**src/rtl/bpf_forwarder.sv**
```systemverilog
// Post-filter forwarder: on an accept verdict streams the packet buffer out of
// packet memory as 64-bit beats, then releases the buffer and updates statistics.
module bpf_forwarder #(
    parameter int SNOOP_FWD_ADDR_WIDTH = 9,
    parameter int CNT_WIDTH            = 32
) (
    input  logic                            clk,
    input  logic                            rst,
    input  logic                            cpu_acc,
    input  logic                            cpu_rej,
    input  logic [SNOOP_FWD_ADDR_WIDTH-1:0] packet_len,
    output logic                            fwd_rd_en,
    output logic [SNOOP_FWD_ADDR_WIDTH-1:0] fwd_addr,
    input  logic [63:0]                     fwd_rd_data,
    output logic [63:0]                     m_tdata,
    output logic                            m_tvalid,
    input  logic                            m_tready,
    output logic                            m_tlast,
    output logic                            fwd_done,
    output logic                            busy,
    output logic [CNT_WIDTH-1:0]            acc_cnt,
    output logic [CNT_WIDTH-1:0]            rej_cnt
);

    // state  | meaning
    // IDLE   | waiting for a verdict pulse
    // STREAM | issuing reads and draining the output FIFO
    // DONE   | one-cycle buffer release
    localparam logic [1:0] ST_IDLE   = 2'd0;
    localparam logic [1:0] ST_STREAM = 2'd1;
    localparam logic [1:0] ST_DONE   = 2'd2;

    localparam int AW = SNOOP_FWD_ADDR_WIDTH;
    localparam logic [AW-1:0]        ADDR_ONE = AW'(1);
    localparam logic [CNT_WIDTH-1:0] CNT_ONE  = CNT_WIDTH'(1);
    localparam logic [CNT_WIDTH-1:0] CNT_MAX  = '1;

    logic [1:0]           state_q, state_d;
    logic [AW-1:0]        len_q, len_d;
    logic [AW-1:0]        issued_q, issued_d;
    logic [AW-1:0]        beats_q, beats_d;
    logic [AW-1:0]        last_addr_q, last_addr_d;
    logic                 inflight_q;
    logic [1:0]           occ_q, occ_d;
    logic                 wr_ptr_q, rd_ptr_q;
    logic [63:0]          fifo_q [2];
    logic [CNT_WIDTH-1:0] acc_cnt_q, acc_cnt_d;
    logic [CNT_WIDTH-1:0] rej_cnt_q, rej_cnt_d;

    logic       issue;
    logic       push;
    logic       pop;
    logic       room;
    logic [2:0] fill_lvl;
    logic [2:0] fill_lim;

    assign push     = inflight_q;
    assign m_tvalid = (occ_q != 2'd0);
    assign m_tdata  = fifo_q[rd_ptr_q];
    assign m_tlast  = m_tvalid && (beats_q == (len_q - ADDR_ONE));
    assign pop      = m_tvalid && m_tready;

    // A new read may be issued only if the FIFO still has room once every
    // outstanding read has landed, counting the slot freed by this cycle's pop.
    assign fill_lvl = {1'b0, occ_q} + {2'b00, inflight_q};
    assign fill_lim = 3'd2 + {2'b00, pop};
    assign room     = (fill_lvl < fill_lim);
    assign issue    = (state_q == ST_STREAM) && (issued_q < len_q) && room;

    assign fwd_rd_en   = issue;
    assign fwd_addr    = issue ? issued_q : last_addr_q;
    assign last_addr_d = fwd_addr;

    assign fwd_done = (state_q == ST_DONE);
    assign busy     = (state_q != ST_IDLE);
    assign acc_cnt  = acc_cnt_q;
    assign rej_cnt  = rej_cnt_q;

    always_comb begin
        state_d   = state_q;
        len_d     = len_q;
        issued_d  = issued_q;
        beats_d   = beats_q;
        acc_cnt_d = acc_cnt_q;
        rej_cnt_d = rej_cnt_q;
        case (state_q)
            ST_IDLE: begin
                if (cpu_rej) begin
                    if (rej_cnt_q != CNT_MAX) rej_cnt_d = rej_cnt_q + CNT_ONE;
                    state_d = ST_DONE;
                end else if (cpu_acc) begin
                    if (acc_cnt_q != CNT_MAX) acc_cnt_d = acc_cnt_q + CNT_ONE;
                    len_d    = packet_len;
                    issued_d = '0;
                    beats_d  = '0;
                    state_d  = (packet_len == '0) ? ST_DONE : ST_STREAM;
                end
            end
            ST_STREAM: begin
                if (issue) issued_d = issued_q + ADDR_ONE;
                if (pop) begin
                    beats_d = beats_q + ADDR_ONE;
                    if (m_tlast) state_d = ST_DONE;
                end
            end
            ST_DONE: state_d = ST_IDLE;
            default: state_d = ST_IDLE;
        endcase
    end

    always_comb begin
        occ_d = occ_q;
        if (push && !pop)      occ_d = occ_q + 2'd1;
        else if (pop && !push) occ_d = occ_q - 2'd1;
    end

    always_ff @(posedge clk or negedge rst) begin
        if (!rst) begin
            state_q     <= ST_IDLE;
            len_q       <= '0;
            issued_q    <= '0;
            beats_q     <= '0;
            last_addr_q <= '0;
            inflight_q  <= 1'b0;
            acc_cnt_q   <= '0;
            rej_cnt_q   <= '0;
        end else begin
            state_q     <= state_d;
            len_q       <= len_d;
            issued_q    <= issued_d;
            beats_q     <= beats_d;
            last_addr_q <= last_addr_d;
            inflight_q  <= issue;
            acc_cnt_q   <= acc_cnt_d;
            rej_cnt_q   <= rej_cnt_d;
        end
    end

    always_ff @(posedge clk or negedge rst) begin
        if (!rst) begin
            occ_q     <= 2'd0;
            wr_ptr_q  <= 1'b0;
            rd_ptr_q  <= 1'b0;
            fifo_q[0] <= '0;
            fifo_q[1] <= '0;
        end else begin
            occ_q <= occ_d;
            if (push) begin
                fifo_q[wr_ptr_q] <= fwd_rd_data;
                wr_ptr_q         <= ~wr_ptr_q;
            end
            if (pop) rd_ptr_q <= ~rd_ptr_q;
        end
    end

endmodule

```
**config.mk**
```make
export PLATFORM = sky130hd
export DESIGN_NAME = bpf_forwarder
export DESIGN_NICKNAME = d
export VERILOG_FILES = /design/src/rtl/bpf_forwarder.sv
export SDC_FILE = /design/constraint.sdc
export NUM_CORES = 1
export LEC_CHECK = 0
export BUFFER_PORTS_ARGS = -buffer_cell sky130_fd_sc_hd__buf_2
export CAP_MARGIN = 40
export CORE_UTILIZATION = 60
export DETAILED_ROUTE_END_ITERATION = 12
export PLACE_DENSITY = 0.95
export SLEW_MARGIN = 20
export SYNTH_ARGS = -nofsm -noshare
export SYNTH_HDL_FRONTEND = slang
export SYNTH_SLANG_ARGS = --single-unit
export TNS_END_PERCENT = 100
```
**constraint.sdc**
```tcl
create_clock -name clk -period 3.5 [get_ports clk]
set_input_delay 0.525 -clock clk [delete_from_list [all_inputs] [get_ports clk]]
set_output_delay 0.525 -clock clk [all_outputs]
set_load 0.02 [all_outputs]
```
## Yosys cells after proc, flatten, opt, wreduce, memory -nomap -nowiden

Cells that the tools add are included.

- $add $sub $neg: 9
- $lt $le $gt $ge: 5
- Equality and inequality tests: 11
- Muxes and demuxes: 21
- Bitwise gates (word level): 5
- Reduce and logical (&&, ||, !) cells: 21

Operators by type and width:

| operator | count |
|---|---|
| $mux W64 | 4 |
| $bwmux W128 | 1 |
| $add A32 B1 Y32 const B | 2 |
| $demux W64 S1 | 1 |
| $ne A32 B32 Y1 const B | 2 |
| $mux W9 | 5 |
| $pmux W9 S2 | 2 |
| $add A9 B1 Y9 const B | 2 |
| $mux W2 | 7 |
| $reduce_and A4 Y1 | 3 |
| $ne A2 B2 Y1 const B | 5 |
| $eq A9 B9 Y1 | 1 |
| $logic_not A9 Y1 | 1 |
| $lt A9 B9 Y1 | 1 |
| $reduce_and A3 Y1 | 3 |
| $sub A9 B1 Y9 const B | 1 |
| $reduce_bool A2 Y1 | 4 |
| $logic_and A1 B1 Y1 | 7 |
| $ge A2 B2 Y1 const B | 2 |
| $not A1 Y2 | 2 |
| $pmux W2 S2 | 1 |
| $add A2 B1 Y3 | 1 |
| $add A2 B1 Y3 const A | 1 |
| $lt A3 B3 Y1 | 1 |
| 9 further kinds | 12 |

- Register bits: 235
- Input port bits: 78
- Output and inout bits: 142
- Word-level logic and storage cells: 85

## Depth between registers and ports, before layout

- Depth in word-level cells: 7
- Depth in mapped cells: 9
- Depth with buffers taken out: 8

## Worst setup path after synthesis

OpenSTA, ideal clock, no wires.

- Path type: register to output
- From: register len_q[0]
- To: output port m_tlast
- Arrival: 2100 ps
- Path slack: 875 ps
- Cell stages (with the launch flop): 7
- Cell sequence: dfrtp_1 > inv_1 > ha_1 > or3b_4 > nor4_2 > o2111ai_1 > a2111oi_2

- Word-level cells in the longest chain between the ends: 3

Ends and longest elaborated chain:

| what | line | source |
|---|---|---|
| start: declaration | 39 | `logic [AW-1:0] len_q, len_d;` |
| start signal: assignment | 129 | `len_q <= len_d;` |
| $sub A9 B1 Y9 | 60 | `assign m_tlast = m_tvalid && (beats_q == (len_q - ADDR_ONE));` |
| $eq A9 B9 Y1 | 60 |  |
| $logic_and A1 B1 Y1 | 60 |  |
| end: declaration | 18 | `output logic m_tlast,` |

Every way passes these cells.

## Worst setup path in the final report

Same ends and word-level chain as after synthesis.

==> impl_metrics.toml <==
[timing]
slew_headroom_pct = 51.2
slew_violations = 0
rsz0062_at_grt = "no"
fmax_mhz = 301
fin_tns_setup_ns = 0
finalCritPeriodShare_pct = 94.9
finalHoldViolCount = 0
tightestPinTransition_ns = 0.732
setup_viol = 0
skew_ns = 0.0121
period_minus_slack_ns = 3.32
holdWs_ns = 0.0538

[detailed_routing]
drt_pass1_iterations = 5
ant_nets = 0
first_iter_violations = 281
drc = 0
routed_wl_mm = 24.4
vias = 7709
avgViaCountPerCell = 5.79
wl_per_cell_um = 18.4

[global_route]
grt_max_degree = 99
grt_overflow_total = 0
grt_pass1_vias = 7943
grt_pass1_wl_mm = 38.8
antenna_found_initial = 0
grt_usage_pct = 26.0

[synthesis]
synth_ff_type = "dfrtp_1"
yosysWarnings = 0
synth_seq_cells = 235
syn-num-nets = 961
netlist_area_um2 = 10900
avgSynthCellArea_um2 = 12.6
async_reset_ff_share_pct = 100
synth_xor_xnor_area_share_pct = 6.41
synth_area_leader_cell = "dfrtp_1"
synth.area.mux_share_pct = 21.1
synth_compound_area_share_pct = 3.11
synthCells = 867
yosysUniqueCellTypes = 59
synth_top_family_by_area = "multiplexers"
synthSimpleGateAreaFrac_pct = 11.8
synthAdderAreaFrac_pct = 1.83
synth-seq-area-share_pct = 53.8
synth.area.top_cells = "dfrtp_1, mux2_2, xnor2_1, xor2_1, ha_1"
synth_edf_count = 0
synth.top_cell.area_share_pct = 53.8

[run_status]
outcome = "finished, final reports clean"

[worst_setup_path]
reg2reg_from = "len_q[0]"
crit_fanout = 5
critPathLaunchType = "flop"
crit_required_ns = 2.97
worstSetupPathType = "reg -> out"
crit_slowest_cell = "a2111oi_4"
critical_path.cell_chain = "inv_1 > ha_1 > or3b_4 > nor4_2 > o2111ai_1 > a2111oi_4 > buf_2"
critPathBufInv = 2
crit_path_max_incr_delay_ns = 0.48
path_delay_family = "compound AO/OA/AOI/OAI gates"
r2r_slack_ns = 1.11
endpoint_kind = "primary output"
r2r_cells = 8
r2r_end = "state_q[0]"
worstPathArrival_ns = 2.79

[floorplanning]
io-pin-count = 220
start_util_pct = 62.3
die_y_um = 137
core_um2 = 17500
die_x_um = 137
rows = 48
dieArea_um2 = 18800

[power_and_ir_drop]
p_total_mw = 11.6
power.net_switching_mw = 4.20
leakage_nw = 6.19
switching_share_pct = 36.2
pwr-share-comb_pct = 40.9
vdd_drop_max_mv = 0.761
p_seq_share_pct = 37.4
power_per_cell_area_nw_per_um2 = 886
power_frac_clock_pct = 21.7
internal_power_mw = 7.40

[cells_and_area]
stdcell_area_um2 = 13100
fin_cells = 1331
nets = 1183
fillCellCount = 1099
multi_input_area_um2 = 4860
final_common_cell = "dfrtp_1"
syn_to_final_growth_pct = 19.8
layout-drive-gt1-share_pct = 43.9
ff_latch_area_um2 = 5880
final_cell_mix = "dfrtp_1, buf_2, mux2_2"
n_antenna_cell = 0

[clock_network]
clkSinkCount = 235
cts-root-buf = "clkbuf_16"
cts_buffer_depth = 3
holdBufCountCts = 0
htree_levels = 1
cts_tree = "yes"
clk_latency_ns = 0.51
post_cts_buffers = 0
cts_buffers = 25
clk_pin_slew_ns = 0.06

[placed_design]
io_buffers = 219
place_congestion = 0.894
place_area_um2 = 12300
dp_cells = 1286
place_hpwl_mm = 16.6

[hold_path]
hp-class = "in -> async"

[flow_run]
cap_violations = 0
## registers in the layout, indices dropped and copies added, names as in the netlist
name         count
fifo_q         128
acc_cnt         32
rej_cnt         32
beats_q          9
issued_q         9
last_addr_q      9
len_q            9
occ_q            2
state_q          2
inflight_q       1
rd_ptr_q         1
wr_ptr_q         1
## kinds of logic after synthesis
| family | Yosys count |
|---|---|
| flip-flops | 235 |
| AND/OR/NAND/NOR | 224 |
| multiplexers | 205 |
| XOR/XNOR | 80 |
| AO/OA/AOI/OAI | 55 |
| buffers and inverters | 52 |
| adder cells (fa/ha/maj) | 16 |
## metal layers
metal	track usage [%]	routed length, µm
met1	31.5	9870
met2	46.4	12200
met3	5.74	1960
met4	6.78	432
met5	0	0
## timing repair
action                                  CTS  global route
hold endpoints to repair                  0             0
resized for setup                         0             3
endpoints found under the setup margin    0            10
## power groups by stage
stage | logic [mW] | registers, mW | clock network, mW
final | 4.74 | 4.34 | 2.52
after CTS | 4.73 | 4.34 | 2.57
after detailed placement | 4.67 | 4.36 | 0
after floorplan | 3.44 | 4.20 | 0
after global routing | 5.11 | 4.47 | 2.67
after global placement | 4.51 | 4.25 | 0
## worst max path at each step
stage | cells past startpoint | endpoint | start
floorplan | 6 | m_tlast | len_q[0]
global placement | 8 | fwd_addr[1] | len_q[5]
detailed placement | 8 | fwd_addr[5] | len_q[5]
CTS | 8 | fwd_addr[5] | len_q[5]
global route | 8 | fwd_addr[5] | len_q[5]
finish | 7 | m_tlast | len_q[0]
## metrics by stage
step | setup slack (ns) | util, %
floorplan | 0.875 | -
global placement | 0.592 | 70.0
detailed placement | 0.553 | 70.0
CTS | 0.00474 | 74.4
global route | 0.0333 | 74.7
finish | 0.180 | 74.7
## cell type report
type,count,area share [%]
Timing Repair Buffer,227,9.34
Multi-Input combinational cell,580,37.1
Inverter,20,0.573
Sequential cell,235,44.9
Tap cell,225,2.15
Clock buffer,35,5.14
Clock inverter,9,0.726
## cells in the mapped netlist (all sizes together) (2+ instances only)
cell and count:
a21o 4, nor3b 3, nor2b 4, xor2 34, or2 2, or3b 3, nand4 30, mux2 203
or3 8, o31ai 2, nor4b 2, nor3 14, and2 6, nor2 31, ha 16, a21oi 16
dfrtp 235, o21ai 21, a31oi 2, and4 7, o2111ai 2, and3 18, xnor2 46, nand2b 5
or4 2, nand2 37, mux2i 2, buf 4, inv 20, clkbuf 28, nand3b 4, nor4 8
o211ai 2, nand3 35
(Power assumes the default switching activity.)
